### config.mk
export PLATFORM = sky130hd
export DESIGN_NAME = pwm_wb_arbiter
export DESIGN_NICKNAME = d
export VERILOG_FILES = /design/src/rtl/pwm_wb_pkg.sv /design/src/rtl/rr_picker.sv /design/src/rtl/pwm_wb_arbiter.sv
export SDC_FILE = /design/constraint.sdc
export NUM_CORES = 1
export LEC_CHECK = 0
export ABC_AREA = 1
export CAP_MARGIN = 10
export CORE_MARGIN = 8
export CORE_UTILIZATION = 40
export DETAILED_ROUTE_END_ITERATION = 8
export PLACE_DENSITY = 0.82
export SLEW_MARGIN = 20
export SYNTH_ARGS = -nofsm -noshare
export SYNTH_HDL_FRONTEND = slang
export SYNTH_SLANG_ARGS = --single-unit
### constraint.sdc
create_clock -name i_wb_clk -period 2.4 [get_ports i_wb_clk]
set_input_delay 0.24 -clock i_wb_clk [delete_from_list [all_inputs] [get_ports i_wb_clk]]
set_output_delay 0.24 -clock i_wb_clk [all_outputs]
set_load 0.02 [all_outputs]
### src/rtl/pwm_wb_pkg.sv
// Shared definitions for the PWM timer Wishbone slice: arbiter states, bus widths, register map.
package pwm_wb_pkg;

  localparam int DATA_W_DEF = 16;
  localparam int ADR_W_DEF  = 16;

  // Register word offsets inside one channel block; channels are CH_STRIDE words apart.
  localparam int REG_CTRL    = 0;
  localparam int REG_PERIOD  = 1;
  localparam int REG_DIVISOR = 2;
  localparam int REG_DC      = 3;
  localparam int CH_STRIDE   = 4;

  typedef enum logic [1:0] {
    ST_IDLE = 2'd0,
    ST_BUS  = 2'd1,
    ST_DONE = 2'd2
  } arb_state_t;

  function automatic logic [ADR_W_DEF-1:0] ch_reg_adr(input int ch, input int off);
    return ADR_W_DEF'(ch * CH_STRIDE + off);
  endfunction

endpackage

### src/rtl/rr_picker.sv
// Combinational round-robin select: first asserted request at or after ptr, wrapping.
module rr_picker #(
  parameter int N  = 4,
  parameter int PW = $clog2(N)
) (
  input  logic [N-1:0]  req,
  input  logic [PW-1:0] ptr,
  output logic [N-1:0]  gnt,
  output logic [PW-1:0] idx,
  output logic          vld
);

  logic [PW:0] pos;

  always_comb begin
    gnt = '0;
    idx = '0;
    pos = '0;
    vld = |req;
    // Walk from farthest to nearest so the candidate closest to ptr is written last.
    for (int i = N - 1; i >= 0; i--) begin
      pos = {1'b0, ptr} + (PW+1)'(i);
      if (pos >= (PW+1)'(N)) pos = pos - (PW+1)'(N);
      if (req[pos[PW-1:0]]) idx = pos[PW-1:0];
    end
    if (vld) gnt[idx] = 1'b1;
  end

endmodule

### src/rtl/pwm_wb_arbiter.sv
// Round-robin arbiter running one classic Wishbone cycle per grant (IDLE -> BUS -> DONE).
// Optional ack timeout with error pulse is enabled by defining PWM_WB_ARB_TIMEOUT_EN.
module pwm_wb_arbiter
  import pwm_wb_pkg::*;
#(
  parameter int NUM_REQ = 4,
  parameter int DATA_W  = DATA_W_DEF,
  parameter int ADR_W   = ADR_W_DEF,
  parameter int TIMEOUT = 16
) (
  input  logic                      i_wb_clk,
  input  logic                      i_wb_rst_n,
  input  logic [NUM_REQ-1:0]        i_req,
  input  logic [NUM_REQ-1:0]        i_req_we,
  input  logic [NUM_REQ*ADR_W-1:0]  i_req_adr,
  input  logic [NUM_REQ*DATA_W-1:0] i_req_data,
  output logic [NUM_REQ-1:0]        o_req_ack,
  output logic [NUM_REQ-1:0]        o_req_err,
  output logic [DATA_W-1:0]         o_req_data,
  output logic [NUM_REQ-1:0]        o_gnt,
  output logic                      o_busy,
  output logic                      o_wb_cyc,
  output logic                      o_wb_stb,
  output logic                      o_wb_we,
  output logic [ADR_W-1:0]          o_wb_adr,
  output logic [DATA_W-1:0]         o_wb_data,
  input  logic                      i_wb_ack,
  input  logic [DATA_W-1:0]         i_wb_data
);

  localparam int PW = $clog2(NUM_REQ);

  arb_state_t         state, state_nxt;
  logic [PW-1:0]      ptr, owner;
  logic [NUM_REQ-1:0] pick_gnt;
  logic [PW-1:0]      pick_idx;
  logic               pick_vld;
  logic               done_ok, done_to;

  rr_picker #(.N(NUM_REQ), .PW(PW)) u_pick (
    .req (i_req),
    .ptr (ptr),
    .gnt (pick_gnt),
    .idx (pick_idx),
    .vld (pick_vld)
  );

  assign done_ok = (state == ST_BUS) && i_wb_ack;

`ifdef PWM_WB_ARB_TIMEOUT_EN
  localparam int CW = $clog2(TIMEOUT + 1);
  logic [CW-1:0] to_cnt;

  always_ff @(posedge i_wb_clk or negedge i_wb_rst_n) begin
    if (!i_wb_rst_n)          to_cnt <= '0;
    else if (state != ST_BUS) to_cnt <= '0;
    else                      to_cnt <= to_cnt + CW'(1);
  end

  // Expiry on the TIMEOUT-th BUS cycle; a coincident ack takes precedence.
  assign done_to = (state == ST_BUS) && !i_wb_ack && (to_cnt == CW'(TIMEOUT - 1));

  always_ff @(posedge i_wb_clk or negedge i_wb_rst_n) begin
    if (!i_wb_rst_n) begin
      o_req_err <= '0;
    end else begin
      o_req_err <= '0;
      if (done_to) o_req_err[owner] <= 1'b1;
    end
  end
`else
  logic unused_timeout;
  assign unused_timeout = (TIMEOUT > 0);
  assign done_to   = 1'b0;
  assign o_req_err = '0;
`endif

  always_ff @(posedge i_wb_clk or negedge i_wb_rst_n) begin
    if (!i_wb_rst_n) state <= ST_IDLE;
    else             state <= state_nxt;
  end

  always_comb begin
    state_nxt = state;
    unique case (state)
      ST_IDLE: if (pick_vld) state_nxt = ST_BUS;
      ST_BUS:  if (done_ok || done_to) state_nxt = ST_DONE;
      ST_DONE: state_nxt = ST_IDLE;
      default: state_nxt = ST_IDLE;
    endcase
  end

  always_comb begin
    o_wb_cyc = 1'b0;
    o_wb_stb = 1'b0;
    o_busy   = 1'b0;
    o_gnt    = '0;
    if (state == ST_BUS) begin
      o_wb_cyc     = 1'b1;
      o_wb_stb     = 1'b1;
      o_busy       = 1'b1;
      o_gnt[owner] = 1'b1;
    end
  end

  always_ff @(posedge i_wb_clk or negedge i_wb_rst_n) begin
    if (!i_wb_rst_n) begin
      ptr        <= '0;
      owner      <= '0;
      o_wb_we    <= 1'b0;
      o_wb_adr   <= '0;
      o_wb_data  <= '0;
      o_req_data <= '0;
      o_req_ack  <= '0;
    end else begin
      o_req_ack <= '0;
      // Payload is captured only here, so requesters may change it once granted.
      if (state == ST_IDLE && pick_vld) begin
        owner     <= pick_idx;
        o_wb_we   <= i_req_we[pick_idx];
        o_wb_adr  <= i_req_adr[pick_idx*ADR_W +: ADR_W];
        o_wb_data <= i_req_data[pick_idx*DATA_W +: DATA_W];
      end
      if (done_ok) begin
        o_req_ack[owner] <= 1'b1;
        if (!o_wb_we) o_req_data <= i_wb_data;
      end
      if (done_ok || done_to) ptr <= (owner == PW'(NUM_REQ - 1)) ? '0 : owner + PW'(1);
    end
  end

endmodule

== After elaboration in Yosys (flattened, before gate mapping) ==
Index checks and enable logic that the tools add are counted.

* $add $sub $neg: 8
* Order comparisons: 11
* Equality and inequality tests: 4
* Shift-type cells: 2
* Muxes and demuxes: 27
* Bitwise operators: 1
* Reductions and logical operators: 7

{| class="wikitable"
|+ Operators by type and width
! operator !! number
|-
| $shiftx A64 B7 Y16 || 2
|-
| $mux W2 || 11
|-
| $lt A2 B3 Y1 const B || 6
|-
| $bmux W1 S2 || 5
|-
| $ge A3 B3 Y1 const B || 3
|-
| $mux W4 || 2
|-
| $sub A2 B1 Y2 const B || 4
|-
| $mux W1 || 7
|-
| $add A2 B2 Y3 const B || 2
|-
| $ne A2 B2 Y1 const B || 2
|-
| $pmux W2 S2 || 1
|-
| $reduce_and A2 Y1 || 2
|-
| $reduce_or A4 Y1 || 1
|-
| $add A2 B1 Y3 const B || 1
|-
| $ge A2 B3 Y1 const B || 1
|-
| $logic_and A1 B1 Y1 || 3
|-
| $add A2 B1 Y2 const B || 1
|-
| $demux W1 S2 || 1
|-
| $eq A2 B1 Y1 const B || 1
|-
| $eq A2 B2 Y1 const B || 1
|-
| $ge A2 B1 Y1 const B || 1
|-
| $logic_not A2 Y1 || 1
|-
| $not A1 Y1 || 1
|}

* Register bits after elaboration: 59
* Bits of input ports: 155
* Output and inout port bits: 64
* Logic and storage cells: 68

== Logic depth before layout (Yosys ltp) ==
Gate-level depths: netlist of the first run.

* Depth in word-level cells: 11
* Depth in mapped cells: 17
* Gate-level depth less buffers: 14

== Cells and area by module ==
A second synthesis of the first run with hierarchy kept.

* Cells, all modules: 618
* Area total of the unflattened synthesis: 3883.7 µm²

{| class="wikitable"
|+ By module, submodules not included
! module !! instances !! cells an instance !! area each (µm²) !! seq. area each (µm²)
|-
| pwm_wb_arbiter || 1 || 563 || 3608.5 || 1476.4
|-
| rr_picker || 1 || 55 || 275.3 || 0.0
|}

== Least setup slack after synthesis of the first run ==
Ideal clock, no wire load.

* Kind: reg2reg
* From: register state[1]
* To: register o_req_data[0]
* Setup time: 0.125 ns
* Data arrival time: 1.835 ns
* Data required time: 2.275 ns
* Slack: 0.441 ns
* Cell stages (with the launch flop): 7
* Path buffers: 2
* Clock period less this slack: 1.959 ns
* Cell sequence: dfrtp_1 -> nor2_1 -> nand2_1 -> or2_1 -> buf_2 -> buf_2 -> mux2_2

* Word-level cells in the longest chain between the ends: 3

{| class="wikitable"
|+ Ends and longest elaborated chain
! item !! RTL line !! RTL
|-
| from (decl) || pwm_wb_arbiter.sv:33 || <nowiki>arb_state_t state, state_nxt;</nowiki>
|-
| from (signal assigned) || pwm_wb_arbiter.sv:80 || <nowiki>else state <= state_nxt;</nowiki>
|-
| $eq A2 B1 Y1 || pwm_wb_arbiter.sv:48 || <nowiki>assign done_ok = (state == ST_BUS) && i_wb_ack;</nowiki>
|-
| $logic_and A1 B1 Y1 || pwm_wb_arbiter.sv:48 ||
|-
| $reduce_and A2 Y1 (no line) || -- ||
|-
| to (signal assigned) || pwm_wb_arbiter.sv:126 || <nowiki>if (!o_wb_we) o_req_data <= i_wb_data;</nowiki>
|-
| to (decl) || pwm_wb_arbiter.sv:19 || <nowiki>output logic [DATA_W-1:0] o_req_data,</nowiki>
|}

No other way between the ends.
A chain may end at the register's enable or synchronous reset.

== Final worst setup path of the first run ==
* From: register ptr[0]
* To: register o_wb_data[5]

* Word-level cells in the longest chain between the ends: 10
* Elaborated cells between the ends (all ways): 28
* Classes of those cells: add/sub (7); order compare (4); shift (1); mux (16)

{| class="wikitable"
|+ Ends and longest elaborated chain
! item !! RTL line !! RTL
|-
| from (decl) || pwm_wb_arbiter.sv:34 || <nowiki>logic [PW-1:0] ptr, owner;</nowiki>
|-
| from (signal assigned) || pwm_wb_arbiter.sv:128 || <nowiki>if (done_ok || done_to) ptr <= (owner == PW'(NUM_REQ - 1)) ? '0 : owner + PW'(1);</nowiki>
|-
| $add A2 B2 Y3 || rr_picker.sv:22 || <nowiki>pos = {1'b0, ptr} + (PW+1)'(i);</nowiki>
|-
| $ge A3 B3 Y1 or $sub A2 B1 Y2 (tied branches) || rr_picker.sv:23 || <nowiki>if (pos >= (PW+1)'(N)) pos = pos - (PW+1)'(N);</nowiki>
|-
| $mux W2 || rr_picker.sv:23 ||
|-
| $bmux W1 S2 || rr_picker.sv:24 || <nowiki>if (req[pos[PW-1:0]]) idx = pos[PW-1:0];</nowiki>
|-
| $mux W1 (implied by the code) || rr_picker.sv:24 ||
|-
| $mux W2 (3 in series) || rr_picker.sv:24 ||
|-
| $mux W2 * || rr_picker.sv:24 ||
|-
| $shiftx A64 B7 Y16 * || pwm_wb_arbiter.sv:122 || <nowiki>o_wb_data <= i_req_data[pick_idx*DATA_W +: DATA_W];</nowiki>
|-
| to (signal assigned) || pwm_wb_arbiter.sv:122 ||
|-
| to (decl) || pwm_wb_arbiter.sv:26 || <nowiki>output logic [DATA_W-1:0] o_wb_data,</nowiki>
|}

Mark *: on every way between the ends. The rest lies on a longest branch, timed or not. The select of a mux whose other input is x is not followed.

==> flow_summary.yaml, run 1 <==
clock_network:
  numCtsBuffers: 9
  cts_tree: "yes"
  cts.clk_slew.worst_paths_ns: 0.07
  clock_path_buffers: 2
  cts_resized: 0
  clk_latency_ns: 0.33
  hold_buffers: 1
  h-tree-depth: 3
  post-cts-setup-buffers: 0
  cts.sinks: 59
  clockRootBuffer: "clkbuf_8"
timing:
  fmax_mhz: 467
  setup_viol: 0
  tns_ns: 0
  hold_violations: 0
  max_slew_margin_pct: 54.4
  rsz0062_at_grt: "no"
  worst-slew-pin-transition_ns: 0.684
  fin_skew_ns: 0.00789
  drv_slew: 0
  fin_crit_ns: 2.14
  post-route-period-util_pct: 89.3
pwr:
  ir_worst_vdd_uv: 812
  switching_share_pct: 48.7
  power.internal_mw: 4.43
  cellLeakagePower_nw: 3.48
  p_clk_share_pct: 10.4
  p_sw_mw: 4.20
  seq_power_share_pct: 20.6
  power_density_nw_per_um2: 1320
  pwr-share-comb_pct: 69.0
logic_synthesis:
  yosysSeqAreaShare_pct: 35.7
  syn_area_um2: 4130
  synth_cell_types: 27
  yosys.area_share.adder_pct: 1.21
  synth-simple-area-share_pct: 38.0
  yosysWarnings: 0
  synth_compound_area_share_pct: 1.94
  synthesis.instances: 638
  synth_top_family_by_area: "simple AND/OR/NAND/NOR gates"
  synth-seq-cells: 59
  synth_xor_area_share_pct: 0
  avgSynthCellArea_um2: 6.48
  synth_mux_area_share_pct: 4.36
min_path:
  worstHoldPathType: "input pin to asynchronous set/reset pin"
place:
  placed_area_um2: 6330
  dp.final_hpwl_mm: 10.6
  gp_congestion: 0.969
  placed_cells: 960
  io_buffers: 214
floorplan:
  num_rows: 37
  ios: 219
  chipHeight_um: 118
  start_util_pct: 40.6
  dieArea_um2: 13800
  die_w_um: 118
  fp.coreArea_um2: 10200
setup_path:
  slowest_stage: "dfrtp_1"
  end_kind: "flop"
  cp.required_ns: 2.60
  cp_max_fo: 30
  worstSetupPathType: "flop to flop"
  slowest_delay_ns: 0.55
  cp.arrival_ns: 2.35
  start_kind: "flop"
  path_cells: "inv_4 > nand2_1 > and2_1 > o21ai_0 > o21ai_1 > nand2_1 > inv_2 > nor2_2 > o211ai_1 > nand3_1"
  crit_top_cell: "nand2_1"
cells_and_area:
  final-seq-area_um2: 1480
  multi_input_comb_area_um2: 1900
  fin_cells: 977
  drive_gt1_share_pct: 6.18
  syn_to_final_growth_pct: 58.2
  fillCellCount: 924
  fin_area_um2: 6540
  n_antenna_cell: 0
  num-nets-final: 995
detailed_routing:
  drt_iter0_drc: 325
  drt-total-wl_mm: 13.9
  drc: 0
  vias_per_cell: 4.63
  drtAntennaViolNets: 0
  avgRoutedWirePerCell_um: 14.2
  dr.pass1.iters: 4
  num_vias: 4523
grt:
  grt_pass1_vias: 4327
  grt_pass1_wl_mm: 22.5
  antenna_found_initial: 0
  track_usage_pct: 19.9
  overflow: 0
  grt_max_degree: 59
job:
  max_cap_viol_count: 0
outcome:
  outcome: "complete, no violations"
==> Yosys cell counts <==
library cell,instances,share of area [%]
nand2_1,211,19
inv_1,136,12
nand3_1,128,16
dfrtp_1,59,36
buf_2,20,2.4
mux2_2,16,4.4
nor2_1,11,1.0
buf_4,10,1.8
clkbuf_1,7,0.64
nand2_2,5,0.76
o21ai_0,5,0.61
or2_1,5,0.76
buf_6,4,1.1
ha_1,4,1.2
o211ai_1,4,0.73
and2_1,2,0.30
a21oi_1,1,0.12
clkinv_1,1,0.091
conb_1,1,0.091
inv_2,1,0.091
inv_4,1,0.15
nand3_2,1,0.24
nand4_1,1,0.15
nor2_2,1,0.15
o21ai_1,1,0.12
o21bai_1,1,0.18
o31ai_1,1,0.18
==> sequential cells by signal (all words and copies together) (netlist names) <==
register	count
state	2
o_req_ack	4
o_wb_we	1
o_wb_data	16
ptr	2
o_req_data	16
owner	2
o_wb_adr	16
==> area by class of cell <==
cell class | instances | area share, %
Clock inverter | 5 | 0.804
Timing Repair Buffer | 225 | 34.8
Multi-Input combinational cell | 402 | 29.1
Inverter | 139 | 8.02
Clock buffer | 11 | 2.16
Sequential cell | 59 | 22.6
Tap cell | 136 | 2.60
==> power groups by stage <==
stage	logic (mW)	registers, mW	clock network [mW]
after floorplan	3.52	2.26	0
after global placement	5.92	1.77	0
after detailed placement	6.00	1.79	0
after CTS	6.02	1.77	0.916
after global routing	6.59	1.83	0.965
final	5.96	1.78	0.900
==> per-layer routing <==
| layer | vias to the layer above | GRT usage (%) | share of wire [%] |
|---|---|---|---|
| met5 | - | 0 | 0 |
| met4 | 0 | 6.24 | 1.7 |
| met3 | 14 | 7.43 | 9.3 |
| met2 | 206 | 32.8 | 46 |
| met1 | 1997 | 23.5 | 43 |
| li1 | 2306 | - | - |
==> worst paths after layout <==
| kind | startpoint | end | slack [ns] | cells past startpoint |
|---|---|---|---|---|
| max in group asynchronous | i_wb_rst_n | o_wb_adr[14] | 1.43 | 3 |
| worst min-delay path | i_wb_rst_n | o_req_ack[3] | 0.39 | 2 |
| worst max register to register | ptr[0] | o_wb_data[5] | 0.26 | 10 |
| min in group i_wb_clk | o_wb_adr[3] | o_wb_adr[3] | 0.48 | 2 |
| worst min register to register | o_wb_adr[3] | o_wb_adr[3] | 0.48 | 2 |
| worst max-delay path | ptr[0] | o_wb_data[5] | 0.26 | 10 |
==> kinds of logic after synthesis <==
group / count (synthesis)
AOI/OAI and AO/OA: 13
adders and majority gates: 4
buffers and inverters: 180
DFF: 59
muxes: 16
other: 1
and+or+nand+nor: 365
==> cells in the final DEF, fill, tap and decap left out, drive strengths merged <==
cell type | synthesis | final
conb | 1 | 4
clkdlybuf4s50 | 0 | 213
clkinvlp | 0 | 1
and2 | 2 | 2
buf | 34 | 11
clkbuf | 7 | 11
o31ai | 1 | 1
nand3 | 129 | 129
nand4 | 1 | 1
nand2 | 216 | 216
clkinv | 1 | 4
inv | 138 | 138
dfrtp | 59 | 59
o21bai | 1 | 1
ha | 4 | 4
or2 | 5 | 5
mux2 | 16 | 16
nor2 | 12 | 12
dlygate4sd3 | 0 | 1
o21ai | 6 | 6
o211ai | 4 | 4
a21oi | 1 | 1
bufinv | 0 | 1
==> through the flow <==
stage                     total power [mW]  hold WS (ns)  util [%]  setup WS (ns)
after floorplan                       5.77       -0.0556         -          0.441
after global placement                7.68         0.218      62.2          0.270
after detailed placement              7.79         0.217      62.2          0.198
after CTS                             8.71         0.388      64.2          0.304
after global routing                  9.39         0.418      64.2         0.0476
final                                 8.63         0.391      64.2          0.257
==> worst max-delay path, delay by kind of cell, from the launching register on <==
family	cells	cell delay, ns
compound gates	3	0.32
simple gates	5	0.60
buf+inv	2	0.55
flops	1	0.55
(Power assumes the default switching activity.)
==> inputs of run 2 (changes only) <==
CTS_CLUSTER_SIZE = 30   (was not set)
==> results of run 2 <==
No change in the layout: final DEF, timing and power equal those of run 1.
==> inputs of run 3 (changes only) <==
CORE_UTILIZATION = 45   (was 40)
DONT_BUFFER_PORTS = 1   (was not set)
PLACE_DENSITY = not set   (was 0.82)
==> run 3 against run 2 <==
Worst hold slack got worse by 0.37 ns. Clock power increased by 2.6%. Register-to-register slack improved by 0.15 ns. Critical path type unchanged. Highest routed layer unchanged.
==> flow_summary.yaml, run 3 (synthesized netlist as in run 1, its figures left out) <==
clock_network:
  cts.sinks: 59
  cts_tree: "yes"
  clk_latency_ns: 0.34
  clockRootBuffer: "clkbuf_8"
  numCtsBuffers: 9
  h-tree-depth: 3
  cts.clk_slew.worst_paths_ns: 0.07
  clock_path_buffers: 2
min_path:
  hold_start: "i_wb_ack"
  worstHoldPathType: "input pin to flop"
cells_and_area:
  fin_area_um2: 4380
  final_util_pct: 48.3
  n_antenna_cell: 0
  mostFrequentLayoutCell: "nand2_1"
  layout_common_cells: "nand2_1 (211), inv_1 (136), nand3_1 (128)"
  fillCellCount: 967
  drive_gt1_share_pct: 8.29
  reg_top3: "o_req_data (16), o_wb_adr (16), o_wb_data (16)"
  fin_cells: 738
  num-nets-final: 781
  syn_to_final_growth_pct: 6.02
place:
  pre_cts_ws_ns: 0.397
  io_buffers: 0
  dp.final_hpwl_mm: 8.73
  placed_cells: 720
  gp_congestion: 0.813
  placed_area_um2: 4140
timing:
  max_slew_margin_pct: 57.8
  layout_setup_ws_ns: 0.405
  hold_slack_ns: 0.0236
  tns_ns: 0
  worst-slew-pin-transition_ns: 0.634
  post-route-period-util_pct: 83.1
  rsz0062_at_grt: "no"
  fin_skew_ns: 0.0111
  setup_viol: 0
  hold_violations: 0
  fin_crit_ns: 1.99
  fmax_mhz: 501
  drv_slew: 0
setup_path:
  r2r_start: "ptr[0]"
  path_delay_family: "simple AND/OR/NAND/NOR gates"
  path_buf_inv: 2
  path_cells: "inv_4 > nand2_1 > and2_1 > o21ai_0 > o21ai_1 > nand2_1 > inv_2 > nand3_1 > nand2_1 > nand2_1 > nand2_1"
  end_kind: "flop"
  slowest_stage: "dfrtp_1"
  cp_max_fo: 30
  crit_start: "ptr[0]"
  start_kind: "flop"
  cp.required_ns: 2.67
  cp.arrival_ns: 2.26
  crit_top_cell: "nand2_1"
  slowest_delay_ns: 0.54
  worstSetupPathType: "flop to flop"
  reg2reg_slack_ns: 0.41
grt:
  grt_pass1_vias: 3869
  antenna_found_initial: 0
  grt_use_met3_pct: 7.20
  grt-busiest-layer: "met2"
  grt_max_degree: 76
  grt.met1_usage_pct: 20.7
  grt_pass1_wl_mm: 18.8
  track_usage_pct: 18.4
  use_met2_pct: 31.6
  overflow: 0
pwr:
  power_density_nw_per_um2: 1690
  seq_power_share_pct: 32.6
  finalPower_mw: 7.39
  switching_share_pct: 53.6
  p_clk_share_pct: 12.5
  pwr-share-comb_pct: 54.9
  power.internal_mw: 3.43
  ir_worst_vdd_uv: 1080
  p_sw_mw: 3.96
  cellLeakagePower_nw: 2.65
detailed_routing:
  num_vias: 3713
  vias_per_cell: 5.03
  drt-total-wl_mm: 11.5
  drtAntennaViolNets: 0
  dr.pass1.iters: 5
  drc: 0
  avgRoutedWirePerCell_um: 15.6
  drt_iter0_drc: 152
floorplan:
  die_w_um: 112
  ios: 219
  chipHeight_um: 112
  start_util_pct: 45.6
  num_rows: 35
  dieArea_um2: 12500
  fp.coreArea_um2: 9060
outcome:
  outcome: "complete, no violations"
job:
  max_cap_viol_count: 0
==> run 3: cell types whose count changed in the layout (fill, tap and decap cells not counted) <==
cell / delta
buf_12: -1
buf_16: +1
buf_2: -1
clkbuf_1: -1
clkbuf_8: -1
clkdlybuf4s50_1: -213
clkinv_2: -2
clkinv_4: +1
clkinvlp_4: +1
inv_6: +2
==> run 3: worst paths after layout <==
check / depth (start not counted) / to
min in group asynchronous: 2 / o_req_data[1]
worst min-delay path: 1 / state[0]
max in group asynchronous: 2 / o_wb_adr[0]
worst min register to register: 2 / owner[1]
worst max register to register: 11 / o_wb_adr[15]
worst max-delay path: 11 / o_wb_adr[15]
==> run 3: worst reg2reg max path, delay by kind of cell, from the launching register on <==
family / cells / cell delay [ns]
buffers and inverters: 2 / 0.51
AND/OR/NAND/NOR: 7 / 0.74
flip-flops: 1 / 0.54
AO/OA/AOI/OAI: 2 / 0.16
==> run 3: final cells by class <==
type                       instances  area [µm²]  share of cell area, %
multi-input combinational        402        1900                   43.3
tap                              111         139                   3.17
sequential                        59        1480                   33.7
inverter                         139         524                   12.0
clock buffer                       9         124                   2.83
timing repair buffer              11         143                   3.26
clock inverter                     7        76.3                   1.74
==> run 3: power by group through the flow <==
stage,clock [mW],sequential [mW],combinational (mW)
after floorplan,0,2.26,3.52
after global placement,0,2.44,4.02
after detailed placement,0,2.44,4.10
after CTS,0.956,2.43,4.13
after global routing,1.00,2.47,4.72
final,0.923,2.41,4.06
==> run 3: what timing repair did <==
item,4_1_cts,5_1_grt
setup buffers,0,0
hold buffers,2,0
resized for setup,0,0
endpoints found under the hold margin,59,0
==> run 3: routing by layer <==
| metal | part of all wire [%] | wire (µm) | vias to the layer above |
|---|---|---|---|
| met5 | 0 | 0 | - |
| met4 | 0.99 | 114 | 0 |
| met3 | 7.5 | 868 | 10 |
| met2 | 50 | 5790 | 138 |
| met1 | 41 | 4730 | 1694 |
| li1 | - | - | 1871 |
